[src/rtl/de_stage_register.sv]
// Decode->execute pipeline register: operand bypass muxing, load-use bubbles,
// branch flush and the multdiv hold FSM that freezes DE while the unit works.

module de_operand_lane #(
   parameter int W = 32
) (
   input  logic [2:0]   bypass_sig,
   input  logic [W-1:0] rf_data,
   input  logic [W-1:0] de_result,
   input  logic [W-1:0] em_result,
   input  logic [W-1:0] mw_result,
   input  logic         de_is_lw,
   input  logic         em_is_lw,
   output logic [W-1:0] operand,
   output logic         hazard
);
   always_comb begin
      if (bypass_sig[2])      operand = de_result;
      else if (bypass_sig[1]) operand = em_result;
      else if (bypass_sig[0]) operand = mw_result;
      else                    operand = rf_data;
   end

   // A load result is not ready while it sits in DE, and an EM load only
   // matters when DE isn't the nearer producer.
   assign hazard = (bypass_sig[2] & de_is_lw) |
                   (~bypass_sig[2] & bypass_sig[1] & em_is_lw);
endmodule

module de_stage_register #(
   parameter logic [4:0] LW_OPCODE  = 5'b01000,
   parameter logic [4:0] ALU_OPCODE = 5'b00000,
   parameter logic [4:0] MUL_ALUOP  = 5'b00110,
   parameter logic [4:0] DIV_ALUOP  = 5'b00111,
   parameter int         MD_TIMEOUT = 64
) (
   input  logic        clock,
   input  logic        reset,
   input  logic [31:0] fd_instruction,
   input  logic [31:0] fd_pc,
   input  logic [31:0] rf_data_A,
   input  logic [31:0] rf_data_B,
   input  logic [2:0]  bypass_A_sig,
   input  logic [2:0]  bypass_B_sig,
   input  logic [31:0] de_result,
   input  logic [31:0] em_result,
   input  logic [31:0] mw_result,
   input  logic [31:0] em_instruction,
   input  logic        branch_flush,
   input  logic        multdiv_ready,
   output logic [31:0] de_instruction,
   output logic [31:0] de_pc,
   output logic [31:0] de_opA,
   output logic [31:0] de_opB,
   output logic        de_valid,
   output logic        stall_fd,
   output logic        multdiv_start,
   output logic        multdiv_busy,
   output logic        multdiv_timeout,
   output logic [31:0] stall_cycles
);
   localparam int NUM_LANES = 2;
   localparam int VEC_W     = 32;
   localparam int TW        = (MD_TIMEOUT > 2) ? $clog2(MD_TIMEOUT) : 1;
   localparam logic [TW-1:0] T_LAST = TW'(MD_TIMEOUT - 1);

   typedef enum logic {IDLE, BUSY} state_t;

   typedef struct packed {
      logic [31:0] instr;
      logic [31:0] pc;
      logic [31:0] op_a;
      logic [31:0] op_b;
      logic        valid;
   } de_reg_t;

   state_t  state, next_state;
   de_reg_t de_q;
   logic [TW-1:0] timer;

   logic [NUM_LANES-1:0][VEC_W-1:0] lane_rf, lane_op;
   logic [NUM_LANES-1:0][2:0]       lane_byp;
   logic [NUM_LANES-1:0]            lane_haz;

   logic de_is_lw, em_is_lw, de_is_md, lu;
   logic de_load, de_bubble, timer_clr, timer_inc, set_timeout;
   logic unused_em_bits;

   assign lane_rf  = {rf_data_B, rf_data_A};
   assign lane_byp = {bypass_B_sig, bypass_A_sig};

   assign de_is_lw = de_q.valid & (de_q.instr[31:27] == LW_OPCODE);
   assign em_is_lw = em_instruction[31:27] == LW_OPCODE;
   assign de_is_md = de_q.valid & (de_q.instr[31:27] == ALU_OPCODE) &
                     ((de_q.instr[6:2] == MUL_ALUOP) | (de_q.instr[6:2] == DIV_ALUOP));
   assign unused_em_bits = ^em_instruction[26:0];

   for (genvar l = 0; l < NUM_LANES; l++) begin : g_lane
      de_operand_lane #(.W(VEC_W)) u_lane (
         .bypass_sig (lane_byp[l]),
         .rf_data    (lane_rf[l]),
         .de_result  (de_result),
         .em_result  (em_result),
         .mw_result  (mw_result),
         .de_is_lw   (de_is_lw),
         .em_is_lw   (em_is_lw),
         .operand    (lane_op[l]),
         .hazard     (lane_haz[l])
      );
   end

   assign lu = |lane_haz;

   always_comb begin
      next_state    = state;
      stall_fd      = 1'b0;
      multdiv_start = 1'b0;
      multdiv_busy  = 1'b0;
      de_load       = 1'b0;
      de_bubble     = 1'b0;
      timer_clr     = 1'b0;
      timer_inc     = 1'b0;
      set_timeout   = 1'b0;
      case (state)
         IDLE: begin
            if (branch_flush) begin
               de_bubble = 1'b1;
            end else if (de_is_md) begin
               multdiv_start = 1'b1;
               stall_fd      = 1'b1;
               timer_clr     = 1'b1;
               next_state    = BUSY;
            end else if (lu) begin
               stall_fd  = 1'b1;
               de_bubble = 1'b1;
            end else begin
               de_load = 1'b1;
            end
         end
         BUSY: begin
            // A flush cannot arrive here: the md is the oldest in-flight op.
            multdiv_busy = 1'b1;
            if (multdiv_ready || timer == T_LAST) begin
               set_timeout = ~multdiv_ready;
               next_state  = IDLE;
               if (lu) begin
                  stall_fd  = 1'b1;
                  de_bubble = 1'b1;
               end else begin
                  de_load = 1'b1;
               end
            end else begin
               stall_fd  = 1'b1;
               timer_inc = 1'b1;
            end
         end
         default: next_state = IDLE;
      endcase
   end

   always_ff @(posedge clock) begin
      if (!reset) begin
         state           <= IDLE;
         de_q            <= '0;
         timer           <= '0;
         multdiv_timeout <= 1'b0;
         stall_cycles    <= '0;
      end else begin
         state <= next_state;
         if (timer_clr)      timer <= '0;
         else if (timer_inc) timer <= timer + 1'b1;
         if (set_timeout) multdiv_timeout <= 1'b1;
         if (de_bubble) begin
            de_q <= '0;
         end else if (de_load) begin
            de_q.instr <= fd_instruction;
            de_q.pc    <= fd_pc;
            de_q.op_a  <= lane_op[0];
            de_q.op_b  <= lane_op[1];
            de_q.valid <= |fd_instruction;
         end
         if (stall_fd && stall_cycles != 32'hFFFF_FFFF)
            stall_cycles <= stall_cycles + 32'd1;
      end
   end

   assign de_instruction = de_q.instr;
   assign de_pc          = de_q.pc;
   assign de_opA         = de_q.op_a;
   assign de_opB         = de_q.op_b;
   assign de_valid       = de_q.valid;
endmodule
[config.mk]
export PLATFORM = sky130hd
export DESIGN_NAME = de_stage_register
export DESIGN_NICKNAME = d
export VERILOG_FILES = /design/src/rtl/de_stage_register.sv
export SDC_FILE = /design/constraint.sdc
export NUM_CORES = 1
export LEC_CHECK = 0
export BUFFER_PORTS_ARGS = -buffer_cell sky130_fd_sc_hd__buf_2
export CAP_MARGIN = 40
export CELL_PAD_IN_SITES_DETAIL_PLACEMENT = 1
export CELL_PAD_IN_SITES_GLOBAL_PLACEMENT = 2
export CORE_AREA = 3 3 193 195
export DETAILED_ROUTE_END_ITERATION = 8
export DIE_AREA = 0 0 196 198
export GPL_TIMING_DRIVEN = 0
export HOLD_SLACK_MARGIN = 0.1
export MAX_ROUTING_LAYER = met4
export PLACE_DENSITY = 0.85
export REMOVE_ABC_BUFFERS = 1
export SLEW_MARGIN = 10
export SYNTH_ARGS = -nofsm -noshare
export SYNTH_HDL_FRONTEND = slang
export SYNTH_SLANG_ARGS = --single-unit
[constraint.sdc]
create_clock -name clock -period 2.87 [get_ports clock]
set_clock_uncertainty 0.15 [all_clocks]
set_input_delay 0.4305 -clock clock [delete_from_list [all_inputs] [get_ports clock]]
set_output_delay 0.4305 -clock clock [all_outputs]
set_load 0.01 [all_outputs]
==> flow_metrics.env, run 1 <==
export IMPL_status="finished clean"
export IMPL_worstPathCellList="buf_2 -> or4b_1 -> a211o_4 -> o21ai_4 -> a21oi_1 -> o211ai_1 -> buf_4 -> buf_4 -> buf_4 -> buf_12 -> buf_4 -> nor3_1"
export IMPL_seq_area_frac_synth_pct=39.57
export IMPL_synth_top_family_by_area="simple AND/OR/NAND/NOR gates"
export IMPL_slew_headroom_pct=42.84
export IMPL_ys_types=46
export IMPL_syn_to_final_growth_pct=48.51
export IMPL_postLayoutCellArea_mm2=0.01270
export IMPL_p_int_mw=4.209
export IMPL_wire_per_inst_um=19.85
export IMPL_viasPerCell=4.946
export IMPL_synthArstFlopShare_pct=0
export IMPL_grt_antenna_before_repair=17
export IMPL_tns_ns=0
export IMPL_peakVddDrop_mv=0.4088
export IMPL_core_area_mm2=0.03557
export IMPL_grt_pass1_vias=10420
export IMPL_drc_errors=0
export IMPL_yosys_area_share_adder_pct=0.2927
export IMPL_p_sw_share_pct=28.30
export IMPL_pwr_density_cell_mw_per_mm2=462.3
export IMPL_grt_usage_pct=19.86
export IMPL_numCtsBuffers=17
export IMPL_report_final_setup_viol=0
export IMPL_rsz0062_at_grt="false"
export IMPL_cts_buffer_depth=2
export IMPL_p_comb_share_pct=17.7
export IMPL_grt_pass1_wl_um=58530
export IMPL_worst_pin_slew_ns=0.8509
export IMPL_io_pins=431
export IMPL_globalplace_congestion=0.7791
export IMPL_syn_area_mm2=0.008551
export IMPL_min_from="fd_instruction[20]"
export IMPL_hold_path_class="in2reg"
export IMPL_ys_dominant_reg_cell="dfxtp_1"
export IMPL_synth_seq_cells=169
export IMPL_synthCells=1136
export IMPL_cp_required_ns=3.05
export IMPL_start_kind="primary input"
export IMPL_die_h_um=198
export IMPL_synth_simple_area_share_pct=27.83
export IMPL_cts_sinks=169
export IMPL_gr_total_overflow=0
export IMPL_drive_above_1_share_pct=30.68
export IMPL_wirelength_um=40790
export IMPL_drt_first_pass_iters=5
export IMPL_nFillCells=4439
export IMPL_io_buffer_count=403
export IMPL_switchingPower_mw=1.661
export IMPL_r2r_end="de_opA[2]$_SDFFE_PP0P_"
export IMPL_pwr_share_seq_pct=41.9
export IMPL_rows=69
export IMPL_avgSynthCellArea_um2=7.527
export IMPL_grt_start_max_net_pins=72
export IMPL_hpwl_um=28620
export IMPL_slowest_delay_ns=0.56
export IMPL_fmax_ghz=0.3674
export IMPL_cts_root_buf="clkbuf_16"
export IMPL_final_max_slew_viol_count=0
export IMPL_die_area_mm2=0.03881
export IMPL_path_clk_slew_ns=0.06
export IMPL_dr_total_vias=10170
export IMPL_yosys_warnings=0
export IMPL_first_iter_violations=368
export IMPL_ant_nets=0
export IMPL_synth_xor_area_share_pct=0.5121
export IMPL_reg2reg_from="de_instruction[5]$_SDFFE_PP0P_"
export IMPL_critPathArrivalTime_ns=2.90
export IMPL_end_kind="flip-flop"
export IMPL_p_leak_nw=5.644
export IMPL_cp_startpoint="em_instruction[28]"
export IMPL_postPlaceCellArea_mm2=0.01120
export IMPL_crit_end="de_opA[26]$_SDFFE_PP0P_"
export IMPL_reg2reg_depth=7
export IMPL_num_nets_final=1837
export IMPL_crit_type="in2reg"
export IMPL_fin_crit_sh_pct=94.84
export IMPL_maxCapViolCount=0
export IMPL_synthMuxAreaShare_pct=8.663
export IMPL_synth_compound_area_share_pct=18.36
export IMPL_die_w_um=196
export IMPL_cts_tree="built"
export IMPL_min_period_ns=2.722
export IMPL_slowest_stage="or4b_1"
export IMPL_path_max_fanout=19
export IMPL_clkLatencyLatePin_ns=0.44
export IMPL_start_util_pct=24.04
export IMPL_final_hold_viol_count=0
export IMPL_cp_common_cell="buf_4"
export IMPL_total_power_mw=5.870
export IMPL_synth_edf_count=0
export IMPL_r2r_setup_slack_ns=0.23
export IMPL_clkPwrFrac_pct=40.4
export IMPL_htreeDepth=4
==> metal layers <==
layer / global-route usage (%) / wire length [µm] / up-vias
met5: - / 0 / -
met4: 6.285 / 879 / 0
met3: 7.078 / 3243 / 59
li1: - / - / 4880
met1: 21.71 / 16480 / 4897
met2: 33.89 / 20190 / 329
==> flip-flops by register name, summed over array words and instances (netlist names) <==
name and count:
multdiv_timeout 1, de_instruction 32, state 1, de_valid 1, de_opA 32, de_opB 32
timer 6, de_pc 32, stall_cycles 32
==> cell usage after synthesis (6+ instances only) <==
cell      count  area (µm²)
o21a_1       10       75.07
nand2b_1     15       93.84
nand4_1      12       75.07
and3_1        6       37.54
or4_1        14       105.1
mux2i_1      74       740.7
a211oi_1     64       480.5
nor3_1       76       380.4
nand3_1      18       90.09
a21oi_1     141       705.7
dfxtp_1     169        3383
inv_1         6       22.52
clkbuf_1     54       202.7
buf_2        23       115.1
buf_1        15       56.30
o31ai_1      11       82.58
o31a_1        6       52.55
nor2_1      205       769.5
nand2_1     154       578.1
nor4_1       18       112.6
==> what timing repair did <==
item                                    CTS  global route
pin swaps                                 4             4
buffers inserted                          8             4
gates cloned                              1             3
hold buffers                             63             0
endpoints found under the setup margin  115            51
resized for setup                        18            10
hold endpoints to repair                 63             0
==> power groups by stage <==
stage / combinational, mW / sequential [mW] / clock [mW]
6_report: 1.04 / 2.46 / 2.37
5_1_grt: 1.14 / 2.47 / 2.56
4_1_cts: 1.01 / 2.46 / 2.45
3_5_place_dp: 0.933 / 2.51 / 0
3_3_place_gp: 0.929 / 2.51 / 0
2_1_floorplan: 0.392 / 2.54 / 0
==> critical path: cells and delay by family <==
family	cells	cell delay, ns
and+or+nand+nor	2	0.62
AOI/OAI and AO/OA	4	0.76
buffers and inverters	6	1.05
==> worst min path at each step <==
| stage | end | slack, ns | cells past startpoint |
|---|---|---|---|
| global route | de_opB[25]$_SDFFE_PP0P_ | 0.13 | 3 |
| floorplan | timer[5]$_SDFFE_PP0P_ | 0.33 | 2 |
| finish | de_instruction[20]$_SDFFE_PP0P_ | 0.13 | 3 |
| detailed placement | de_instruction[11]$_SDFFE_PP0P_ | 0.29 | 2 |
| CTS | de_instruction[20]$_SDFFE_PP0P_ | 0.11 | 3 |
| global placement | de_pc[13]$_SDFFE_PP0P_ | 0.29 | 2 |
==> placed cells by master (no fill, tap or decap), drive strengths merged, types with 3 or more instances in the layout <==
master | Yosys | layout
dlygate4sd3 | 0 | 63
nor4b | 3 | 3
nand4 | 12 | 12
clkinvlp | 0 | 5
a21oi | 141 | 141
a211oi | 64 | 64
o21ai | 5 | 5
and3 | 6 | 6
nor3 | 76 | 76
and2 | 5 | 5
o211ai | 3 | 3
nand3 | 18 | 18
and4 | 5 | 5
nor4 | 18 | 18
o31a | 6 | 6
o21a | 10 | 10
dfxtp | 169 | 169
xor2 | 4 | 4
mux2i | 74 | 74
or4 | 14 | 14
nand2b | 15 | 15
inv | 6 | 7
nand2 | 154 | 154
o31ai | 11 | 11
clkbuf | 54 | 23
buf | 39 | 440
diode | 0 | 13
nor2 | 205 | 205
==> layout make-up <==
cell class                 instances  area [µm²]  area share, %
antenna                           13       32.53         0.2562
timing repair buffer             505        3238          25.50
clock buffer                      21       460.4          3.626
sequential                       169        3383          26.64
tap                              461       576.8          4.542
inverter                           6       22.52         0.1774
clock inverter                    10       120.1         0.9459
multi-input combinational        870        4865          38.31
==> logic make-up (layout without fill, tap and decap cells) <==
logic type | count (synthesis) | in the layout
buffers and inverters | 99 | 542
XOR/XNOR | 5 | 5
AND/OR/NAND/NOR | 536 | 536
AO/OA/AOI/OAI | 251 | 253
flip-flops | 169 | 169
adder cells (fa/ha/maj) | 2 | 2
multiplexers | 74 | 74
other | 0 | 13
==> stage by stage <==
| step | hold slack [ns] | cells | util [%] | worst slack, ns |
|---|---|---|---|---|
| 2_1_floorplan | 0.3287 | 1043 | - | -3.754 |
| 3_3_place_gp | 0.2887 | 1907 | 30.25 | -8.614 |
| 3_5_place_dp | 0.2945 | 1936 | 31.48 | -1.366 |
| 4_1_cts | 0.1080 | 2037 | 35.26 | 0.01814 |
| 5_1_grt | 0.1252 | 2055 | 35.70 | 0.007906 |
| 6_report | 0.1346 | 2055 | 35.70 | 0.1481 |
Power figures use the tool's default switching activity.
==> run 2: changes to the inputs <==
==> constraint.sdc (replaced) <==
create_clock -name clock -period 3.1 [get_ports clock]
set_clock_uncertainty 0.15 [all_clocks]
set_input_delay 0.465 -clock clock [delete_from_list [all_inputs] [get_ports clock]]
set_output_delay 0.465 -clock clock [all_outputs]
set_load 0.01 [all_outputs]
==> run 2 against run 1 <==
Design area is 1.7% lower; first-iteration DRC count is 4.6% lower; hold slack worse by 0.0069 ns; sequential power is 8% lower; worst setup slack hardly changed; critical endpoint is now stall_fd; global-route usage is 0.27 points lower; die area stayed put; clock-buffer cell count stayed put; highest routed layer unchanged; clock power is 7% lower; critical path depth is 4 lower; largest cell class unchanged.
==> flow_metrics.env, run 2 (synthesis gave the netlist of run 1 again) <==
export IMPL_die_area_mm2=0.03881
export IMPL_critPathArrivalTime_ns=2.34
export IMPL_path_max_fanout=16
export IMPL_cts_buffer_depth=2
export IMPL_ant_nets=0
export IMPL_nFillCells=4445
export IMPL_final_common_cell="buf_2"
export IMPL_grt_pass1_vias=10210
export IMPL_fmax_ghz=0.3388
export IMPL_postPlaceCellArea_mm2=0.01120
export IMPL_gr_total_overflow=0
export IMPL_wire_per_inst_um=19.46
export IMPL_min_period_ns=2.952
export IMPL_min_from="fd_instruction[8]"
export IMPL_drt_first_pass_iters=5
export IMPL_numCtsBuffers=17
export IMPL_hold_path_class="in2reg"
export IMPL_cts_root_buf="clkbuf_16"
export IMPL_cp_required_ns=2.48
export IMPL_end_kind="output port"
export IMPL_core_area_mm2=0.03557
export IMPL_hpwl_um=28620
export IMPL_rsz0062_at_grt="false"
export IMPL_reg2reg_depth=12
export IMPL_start_kind="primary input"
export IMPL_report_final_setup_viol=0
export IMPL_p_leak_nw=5.533
export IMPL_final_max_slew_viol_count=0
export IMPL_pwr_density_cell_mw_per_mm2=433.3
export IMPL_hold_depth=3
export IMPL_p_comb_share_pct=17.3
export IMPL_grt_antenna_before_repair=16
export IMPL_critPathBufInv=4
export IMPL_status="finished clean"
export IMPL_path_delay_family="compound AO/OA/AOI/OAI gates"
export IMPL_die_w_um=196
export IMPL_wirelength_um=39590
export IMPL_grt_start_max_net_pins=72
export IMPL_io_pins=431
export IMPL_r2r_end="de_opA[26]$_SDFFE_PP0P_"
export IMPL_cts_tree="built"
export IMPL_rows=69
export IMPL_slew_headroom_pct=43.12
export IMPL_final_cell_mix="buf_2, nor2_1, dfxtp_1, nand2_1, a21oi_1"
export IMPL_cts_sinks=169
export IMPL_cp_common_cell="buf_2"
export IMPL_io_buffer_count=403
export IMPL_globalplace_congestion=0.7791
export IMPL_p_sw_share_pct=28.24
export IMPL_worstPathCellList="buf_2 -> or4b_1 -> a211o_4 -> buf_4 -> o211ai_2 -> o221ai_4 -> inv_1 -> buf_2"
export IMPL_first_iter_violations=351
export IMPL_holdPathEnd="de_instruction[8]$_SDFFE_PP0P_"
export IMPL_clkPwrFrac_pct=40.7
export IMPL_grt_usage_pct=19.59
export IMPL_num_nets_final=1817
export IMPL_worst_pin_slew_ns=0.8467
export IMPL_maxCapViolCount=0
export IMPL_p_int_mw=3.881
export IMPL_htreeDepth=4
export IMPL_start_util_pct=24.04
export IMPL_drive_above_1_share_pct=30.75
export IMPL_grt_pass1_wl_um=57700
export IMPL_multi_input_area_mm2=0.004847
export IMPL_syn_to_final_growth_pct=45.96
export IMPL_reg2reg_from="de_instruction[27]$_SDFFE_PP0P_"
export IMPL_path_clk_slew_ns=0.07
export IMPL_die_h_um=198
export IMPL_finalNonFillerCells=2035
export IMPL_dr_total_vias=10080
export IMPL_switchingPower_mw=1.527
export IMPL_slowest_stage="or4b_1"
export IMPL_crit_type="in2out"
export IMPL_ff_latch_area_mm2=0.003383
export IMPL_viasPerCell=4.954
export IMPL_slowest_delay_ns=0.54
export IMPL_final_hold_viol_count=0
export IMPL_peakVddDrop_mv=0.3796
export IMPL_dp_cells=1936
export IMPL_fin_crit_sh_pct=95.22
export IMPL_r2r_setup_slack_ns=0.24
export IMPL_pwr_share_seq_pct=42.1
export IMPL_drc_errors=0
export IMPL_clkLatencyLatePin_ns=0.44
export IMPL_postLayoutCellArea_mm2=0.01248
[run 2: worst max path at each step]
stage,endpoint,slack (ns),cells past startpoint,from
after floorplan,de_opA[0]$_SDFFE_PP0P_,-3.56,6,em_instruction[28]
after global placement,de_opA[16]$_SDFFE_PP0P_,-8.42,6,bypass_B_sig[2]
after detailed placement,de_opA[26]$_SDFFE_PP0P_,-1.17,15,bypass_B_sig[1]
after CTS,de_opA[24]$_SDFFE_PP0P_,0.04,14,em_instruction[28]
after global routing,stall_fd,0.02,7,timer[0]$_SDFFE_PP0P_
final,stall_fd,0.15,8,em_instruction[28]
[run 2: power groups by stage]
stage / Sequential, mW / Combinational, mW / Clock (mW)
5_1_grt: 2.28 / 1.03 / 2.37
3_3_place_gp: 2.32 / 0.860 / 0
3_5_place_dp: 2.32 / 0.863 / 0
2_1_floorplan: 2.35 / 0.363 / 0
4_1_cts: 2.27 / 0.917 / 2.27
6_report: 2.27 / 0.934 / 2.20
[run 2: per-stage QoR]
stage / utilization (%) / setup slack [ns] / power, mW / TNS [ns] / hold WS (ns)
final: 35.09 / 0.1483 / 5.408 / 0 / 0.1277
after global routing: 35.08 / 0.01953 / 5.679 / 0 / 0.1058
after CTS: 34.63 / 0.03546 / 5.462 / 0 / 0.1006
after detailed placement: 31.48 / -1.171 / 3.185 / -85.07 / 0.2945
after global placement: 30.25 / -8.419 / 3.180 / -1131.09 / 0.2887
after floorplan: - / -3.558 / 2.717 / -469.16 / 0.3287
[run 2: timing repair]
action | CTS | global route
resized for setup | 11 | 11
buffers inserted | 5 | 2
pin swaps | 4 | 4
hold endpoints to repair | 45 | 2
hold buffers | 45 | 2
setup endpoints to repair | 89 | 15
gates cloned | 1 | 2
[run 2: layout make-up]
| type | instances | share of cell area (%) |
|---|---|---|
| repair buffers | 486 | 24.34 |
| flip-flops and latches | 169 | 27.11 |
| clock inverters | 10 | 0.9624 |
| clock buffers | 21 | 3.689 |
| well taps | 461 | 4.622 |
| inverters | 6 | 0.1805 |
| multi-input cells | 869 | 38.84 |
| diodes | 13 | 0.2607 |
[run 2: worst min-delay path: stages]
cell and delay (ns):
buf_2 0.11, nand2_1 0.05, a21oi_1 0.05
[run 2: layer usage]
layer	vias up	GRT usage [%]	wire length [µm]
li1	4851	-	-
met1	4843	21.54	16190
met2	331	33.49	19380
met3	57	7.061	3060
met4	0	5.625	964
met5	-	-	0
